`src/rtl/uart_tx.sv`:
```
// UART transmit engine: start, LSB-first data, optional even parity, stop bits.
// CTS gates the start of a frame only; Tx is a registered output.
module uart_tx #(
    parameter int SYSCLK_RATE = 100000000,
    parameter int BAUD_RATE   = 9600,
    parameter int DATA_BITS   = 8,
    parameter int PARITY_BIT  = 1,
    parameter int STOP_BITS   = 2
) (
    input  logic                 SysClk,
    input  logic                 Rst,
    input  logic [DATA_BITS-1:0] Tx_Data,
    input  logic                 Transmit_Start,
    input  logic                 CTS,
    output logic                 Tx,
    output logic                 Tx_Busy,
    output logic                 Tx_Done
);

    localparam int CLKS_PER_BIT = SYSCLK_RATE / BAUD_RATE;
    localparam int BW = (CLKS_PER_BIT > 1) ? $clog2(CLKS_PER_BIT) : 1;

    localparam logic [BW-1:0] BAUD_LAST = BW'(CLKS_PER_BIT - 1);
    localparam logic [3:0]    DATA_LAST = 4'(DATA_BITS - 1);
    localparam logic [3:0]    STOP_LAST = 4'(STOP_BITS - 1);

    localparam logic [2:0] S_IDLE   = 3'd0;
    localparam logic [2:0] S_WAIT   = 3'd1;
    localparam logic [2:0] S_START  = 3'd2;
    localparam logic [2:0] S_DATA   = 3'd3;
    localparam logic [2:0] S_PARITY = 3'd4;
    localparam logic [2:0] S_STOP   = 3'd5;

    logic [2:0]           state;
    logic [BW-1:0]        baud_cnt;
    logic [3:0]           bit_cnt;
    logic [DATA_BITS-1:0] shift_reg;
    logic                 parity;
    logic                 start_prev;
    logic                 baud_end;
    logic                 accept;

    assign baud_end = (baud_cnt == BAUD_LAST);
    assign accept   = (state == S_IDLE) && Transmit_Start && !start_prev;

    // Remember last request level so only a fresh 0->1 edge launches a frame.
    always_ff @(posedge SysClk) begin
        if (Rst) begin
            start_prev <= 1'b1;
        end else begin
            start_prev <= Transmit_Start;
        end
    end

    // Frame sequencer: drives Tx one cycle ahead from the registered state.
    always_ff @(posedge SysClk) begin
        if (Rst) begin
            state     <= S_IDLE;
            baud_cnt  <= '0;
            bit_cnt   <= '0;
            shift_reg <= '0;
            parity    <= 1'b0;
            Tx        <= 1'b1;
            Tx_Busy   <= 1'b0;
            Tx_Done   <= 1'b0;
        end else begin
            Tx_Done <= 1'b0;
            case (state)
                S_IDLE: begin
                    Tx <= 1'b1;
                    if (accept) begin
                        shift_reg <= Tx_Data;
                        parity    <= ^Tx_Data;
                        Tx_Busy   <= 1'b1;
                        baud_cnt  <= '0;
                        bit_cnt   <= '0;
                        if (CTS) begin
                            state <= S_START;
                            Tx    <= 1'b0;
                        end else begin
                            state <= S_WAIT;
                        end
                    end
                end
                S_WAIT: begin
                    if (CTS) begin
                        state    <= S_START;
                        Tx       <= 1'b0;
                        baud_cnt <= '0;
                    end
                end
                S_START: begin
                    if (baud_end) begin
                        baud_cnt  <= '0;
                        bit_cnt   <= '0;
                        state     <= S_DATA;
                        Tx        <= shift_reg[0];
                        shift_reg <= shift_reg >> 1;
                    end else begin
                        baud_cnt <= baud_cnt + BW'(1);
                    end
                end
                S_DATA: begin
                    if (baud_end) begin
                        baud_cnt <= '0;
                        if (bit_cnt == DATA_LAST) begin
                            bit_cnt <= '0;
                            if (PARITY_BIT != 0) begin
                                state <= S_PARITY;
                                Tx    <= parity;
                            end else begin
                                state <= S_STOP;
                                Tx    <= 1'b1;
                            end
                        end else begin
                            bit_cnt   <= bit_cnt + 4'd1;
                            Tx        <= shift_reg[0];
                            shift_reg <= shift_reg >> 1;
                        end
                    end else begin
                        baud_cnt <= baud_cnt + BW'(1);
                    end
                end
                S_PARITY: begin
                    if (baud_end) begin
                        baud_cnt <= '0;
                        bit_cnt  <= '0;
                        state    <= S_STOP;
                        Tx       <= 1'b1;
                    end else begin
                        baud_cnt <= baud_cnt + BW'(1);
                    end
                end
                S_STOP: begin
                    if (baud_end) begin
                        baud_cnt <= '0;
                        if (bit_cnt == STOP_LAST) begin
                            bit_cnt <= '0;
                            state   <= S_IDLE;
                            Tx      <= 1'b1;
                            Tx_Busy <= 1'b0;
                            Tx_Done <= 1'b1;
                        end else begin
                            bit_cnt <= bit_cnt + 4'd1;
                        end
                    end else begin
                        baud_cnt <= baud_cnt + BW'(1);
                    end
                end
                default: begin
                    state   <= S_IDLE;
                    Tx      <= 1'b1;
                    Tx_Busy <= 1'b0;
                end
            endcase
        end
    end

endmodule
```
`config.mk`:
```
export PLATFORM = sky130hd
export DESIGN_NAME = uart_tx
export DESIGN_NICKNAME = d
export VERILOG_FILES = /design/src/rtl/uart_tx.sv
export SDC_FILE = /design/constraint.sdc
export NUM_CORES = 1
export LEC_CHECK = 0
export ABC_CLOCK_PERIOD_IN_PS = 2550
export CORE_MARGIN = 2
export CORE_UTILIZATION = 51
export CTS_BUF_LIST = sky130_fd_sc_hd__clkbuf_16
export DETAILED_ROUTE_END_ITERATION = 10
export HOLD_SLACK_MARGIN = 0.02
export PLACE_DENSITY = 0.71
export SYNTH_ARGS = -nofsm -noshare
export SYNTH_HDL_FRONTEND = slang
export SYNTH_SLANG_ARGS = --single-unit
```
`constraint.sdc`:
```
create_clock -name SysClk -period 2.55 [get_ports SysClk]
set_input_delay 0.51 -clock SysClk [delete_from_list [all_inputs] [get_ports SysClk]]
set_output_delay 0.51 -clock SysClk [all_outputs]
set_load 0.005 [all_outputs]
```
==> flow_results.org <==
** Run status
- The flow ran to the end, and the final reports show no timing, DRC or antenna violations.

** Routing
- For this block, the initial DRC count from the detailed router was 178.
- Met3 Routed Length :: 190 um
- Post-route DRC :: 0
- The final layout contains routed wiring with a total length of 4137 um.
- Detailed routing inserted a total of 1816 vias.
- Wire segments on met2 add up to 1878 um in the final route.
- Vias per Instance :: 5.896
- Routed length on met1 :: 2003 um
- Average detailed-routed wire length per instance :: 13.43 um
- Highest metal used :: met4
- Pre-Repair DR Iteration Count :: 4
- Once detail routing completed, the nets flagged for antenna violations numbered 0.

** Worst setup path
- At the worst endpoint, the arrival time is 2.57 ns.
- On the worst path, the slowest cell contributes a delay of 0.62 ns.
- For flop-to-flop paths, the worst setup slack is 0.15 ns.
- Buffers plus inverters on the worst setup path :: 1
- The critical path in this run is classified as reg2reg.
- Series of cell instances along the critical path :: ha_1 -> nand4_1 -> or4_4 -> o41ai_4 -> buf_6 -> mux2i_1 -> nor2_1
- Origin of the critical flop-to-flop path :: baud_cnt[0]
- Critical path's slowest cell :: sky130_fd_sc_hd__or4_4
- The worst register-to-register path ends at shift_reg[7].
- Critical path capture point type :: register
- Of all nets on the critical path, the largest fanout is 15.
- The worst register-to-register path has a depth of 7.
- The worst setup path is launched from a register.
- For the worst setup path, the data required time is 2.72 ns.
- Grouping stages by cell kind, the critical path spends the most delay in simple AND/OR/NAND/NOR gates.

** STA
- Based on the critical path, the design can be clocked at up to 416.8 MHz.
- The final hold violation count came to 0.
- Slew at the pin closest to its max-slew limit :: 0.5237 ns
- Setup ws final :: 0.1505 ns
- For the final routed database, the setup TNS stands at 0 ns.
- Worst Clk Skew :: 0.006026 ns
- The worst pin sits at a relative slew slack of 65.08%.
- The worst path uses 94.10% of the clock period.
- Number of pins exceeding their max-slew limit in the final report :: 0
- Final worst path period need :: 2.400 ns
- # setup viols final :: 0

** Placed design
- In this run, placement finished with an instance count of 300.
- At the placement stage, the worst setup path has a slack of -0.05985 ns.
- Last weighted congestion value of the routability-driven placer :: 0.7859
- Input/output buffers :: 14
- Detailed placement HPWL :: 2914 um

** Synthesis
- Counting distinct cell types in the post-synthesis netlist gives 52.
- By area the synthesized netlist is led by sky130_fd_sc_hd__dfxtp_1, sky130_fd_sc_hd__a21oi_1, sky130_fd_sc_hd__mux2i_1.
- Yosys printed 0 warnings.
- sky130_fd_sc_hd__dfxtp_1 takes more of the synthesized area than any other cell.
- Summed over its instances, the top area cell type makes up 34.39% of the synthesized netlist area.
- The synthesized design contains 0 enable-type register cells.
- The number of nets handed over by synthesis was 254.
- In this run, synthesis produced a sequential element count of 34.
- The cell area that synthesis handed to floorplanning was 1979 um^2.
- Mean post-synth cell area :: 8.387 um^2
- Fraction of the yosys area taken by sequential cells :: 34.39%
- Ys flop type :: sky130_fd_sc_hd__dfxtp_1
- Async set or reset register ratio after synthesis :: 0%
- The cell count after synthesis came out at 236.

** Floorplanning
- Once the floorplan was initialized, standard cells occupied 53.66% of the core.
- Die outline area :: 4396 um^2
- In this run the core area contains 22 standard-cell rows.
- In this run the count of I/O pins placed on the die edge is 15.
- Die Wd :: 66.30 um
- Die span in y :: 66.30 um
- The floorplan step defined a core boundary enclosing 3689 um^2.

** Final layout
- The register with the most flip-flops in the layout has 14 of them.
- Filler cells :: 340
- Antenna Diode Count :: 0
- Final net count :: 277
- Leaving out filler cells and counting taps, the final layout contains 308.
- Most frequent standard cell in the layout excluding fill and tap cells :: sky130_fd_sc_hd__dfxtp_1
- Register Area :: 680.7 um^2
- Relative to the synthesized area, the layout overhead comes to 20.73%.
- Fraction of final layout cells with drive strength greater than 1 :: 13.46%
- The multi-input combinational cells in the finished layout cover a total of 1225 um^2.
- In the layout the commonest cells are sky130_fd_sc_hd__dfxtp_1, sky130_fd_sc_hd__a21oi_1, sky130_fd_sc_hd__nor2_1, sky130_fd_sc_hd__buf_4, sky130_fd_sc_hd__clkdlybuf4s50_1.

** Clock tree
- Maximum level of the CTS H-tree :: 2
- After clock tree synthesis, the setup repair step added 0 buffers.
- TritonCTS built the clock tree.
- Root buf cell :: sky130_fd_sc_hd__clkbuf_16
- Worst-case clock buffer depth :: 2
- Post-cts repair resize count :: 0
- Cts-stage hold buffer count :: 0
- Clock transition at path regs :: 0.05 ns
- Source-to-sink clock delay at the later pin of the worst-skew pair :: 0.28 ns
- The clock net in this run drives a total of 34 sinks.
- Number of clock buffers inserted by TritonCTS :: 5

** Global route
- Global routing consumed, over all layers together, 22.63% of the routing resources.
- Summed over all layers, the global routing overflow is 0.
- The first global-routing pass estimated 7638 um of wire.
- The number of global-route vias before repair was 1672.
- Largest net degree at the start of global routing :: 17
- Initial antenna violation count :: 0

** Hold path
- In this run the worst hold path is classified as reg2reg.
- For hold timing, the worst endpoint is bit_cnt[1].
- The startpoint identified for the worst hold timing path is bit_cnt[1].
- Counting instances, the worst hold path has a depth of 2.

** Pwr
- Peak VDD IR :: 0.4479 mV
- In this run the static leakage power is 0.8211 nW.
- After layout, the design draws a total of 1.552 mW.
- For this design the ratio of total power to cell area is 649.4 nW/um^2.

** Run
- Maxcap violations :: 0
[Yosys cell counts (all sizes together) (2+ instances only)]
cell type / n
nand3b: 4
or2: 2
or4b: 2
or3b: 2
or3: 7
nand2: 13
or4: 2
clkbuf: 13
nand4: 4
o41ai: 2
dfxtp: 34
nand3: 11
mux2i: 10
o21ai: 12
a21oi: 23
a31oi: 6
a41oi: 2
nor3: 4
xnor2: 7
inv: 6
nor2b: 2
nand4b: 2
nor2: 22
a211oi: 9
nand2b: 3
ha: 6
and3: 2
and4: 2
nor4: 4
and2: 2
[through the flow]
stage                     hold slack [ns]  util [%]  cell area (um^2)
after global placement             0.4748     60.92              2247
after CTS                          0.5008     64.65              2385
after floorplan                    0.4601         -              1979
after detailed placement           0.4938     60.92              2247
after global routing               0.5316     64.79              2390
final                              0.4978     64.79              2390
[cells by family (layout without fill, tap and decap cells)]
| family | after synthesis | in the layout | synth area share (%) |
|---|---|---|---|
| xor+xnor | 8 | 8 | 3.540 |
| compound gates | 64 | 64 | 21.94 |
| fa+ha+maj | 6 | 6 | 3.793 |
| mux | 10 | 10 | 5.057 |
| simple gates | 94 | 94 | 27.12 |
| buf+inv | 20 | 44 | 4.172 |
| flops | 34 | 34 | 34.39 |
[worst max-delay path by stage]
stage                               from            to  slack [ns]  depth (start not counted)
final                        baud_cnt[0]  shift_reg[7]        0.15                          7
after global routing         baud_cnt[0]      state[1]      -0.008                          7
after detailed placement  Transmit_Start  baud_cnt[12]       -0.06                          6
after global placement    Transmit_Start  baud_cnt[12]       -0.02                          6
after floorplan              baud_cnt[4]  shift_reg[1]        0.30                          6
after CTS                    baud_cnt[0]  shift_reg[7]        0.13                          7
[where the power goes]
group          total [mW]  internal [mW]  switching, mW
clock               0.564          0.352          0.212
combinational       0.402          0.186          0.216
sequential          0.587          0.562         0.0243
[worst reg2reg max path, stage by stage, from the launching register on]
cell and delay (ns):
sky130_fd_sc_hd__dfxtp_1 0.39, sky130_fd_sc_hd__ha_1 0.26, sky130_fd_sc_hd__nand4_1 0.22, sky130_fd_sc_hd__or4_4 0.62, sky130_fd_sc_hd__o41ai_4 0.32, sky130_fd_sc_hd__buf_6 0.22, sky130_fd_sc_hd__mux2i_1 0.21, sky130_fd_sc_hd__nor2_1 0.06
[area by class of cell]
type                       instances  share of cell area [%]
inverter                           6                  0.9424
timing repair buffer              30                   11.05
clock buffer                       5                   5.236
tap                               48                   2.513
clock inverter                     3                  0.5236
multi-input combinational        182                   51.26
sequential                        34                   28.48
[routing by layer]
layer  vias to the layer above  global-route usage (%)
met5                         -                       0
met4                         0                   7.653
met3                         6                   5.622
met2                        39                   36.25
met1                       845                   29.53
li1                        926                       -
No activity file was read; power rests on OpenSTA's default activity.
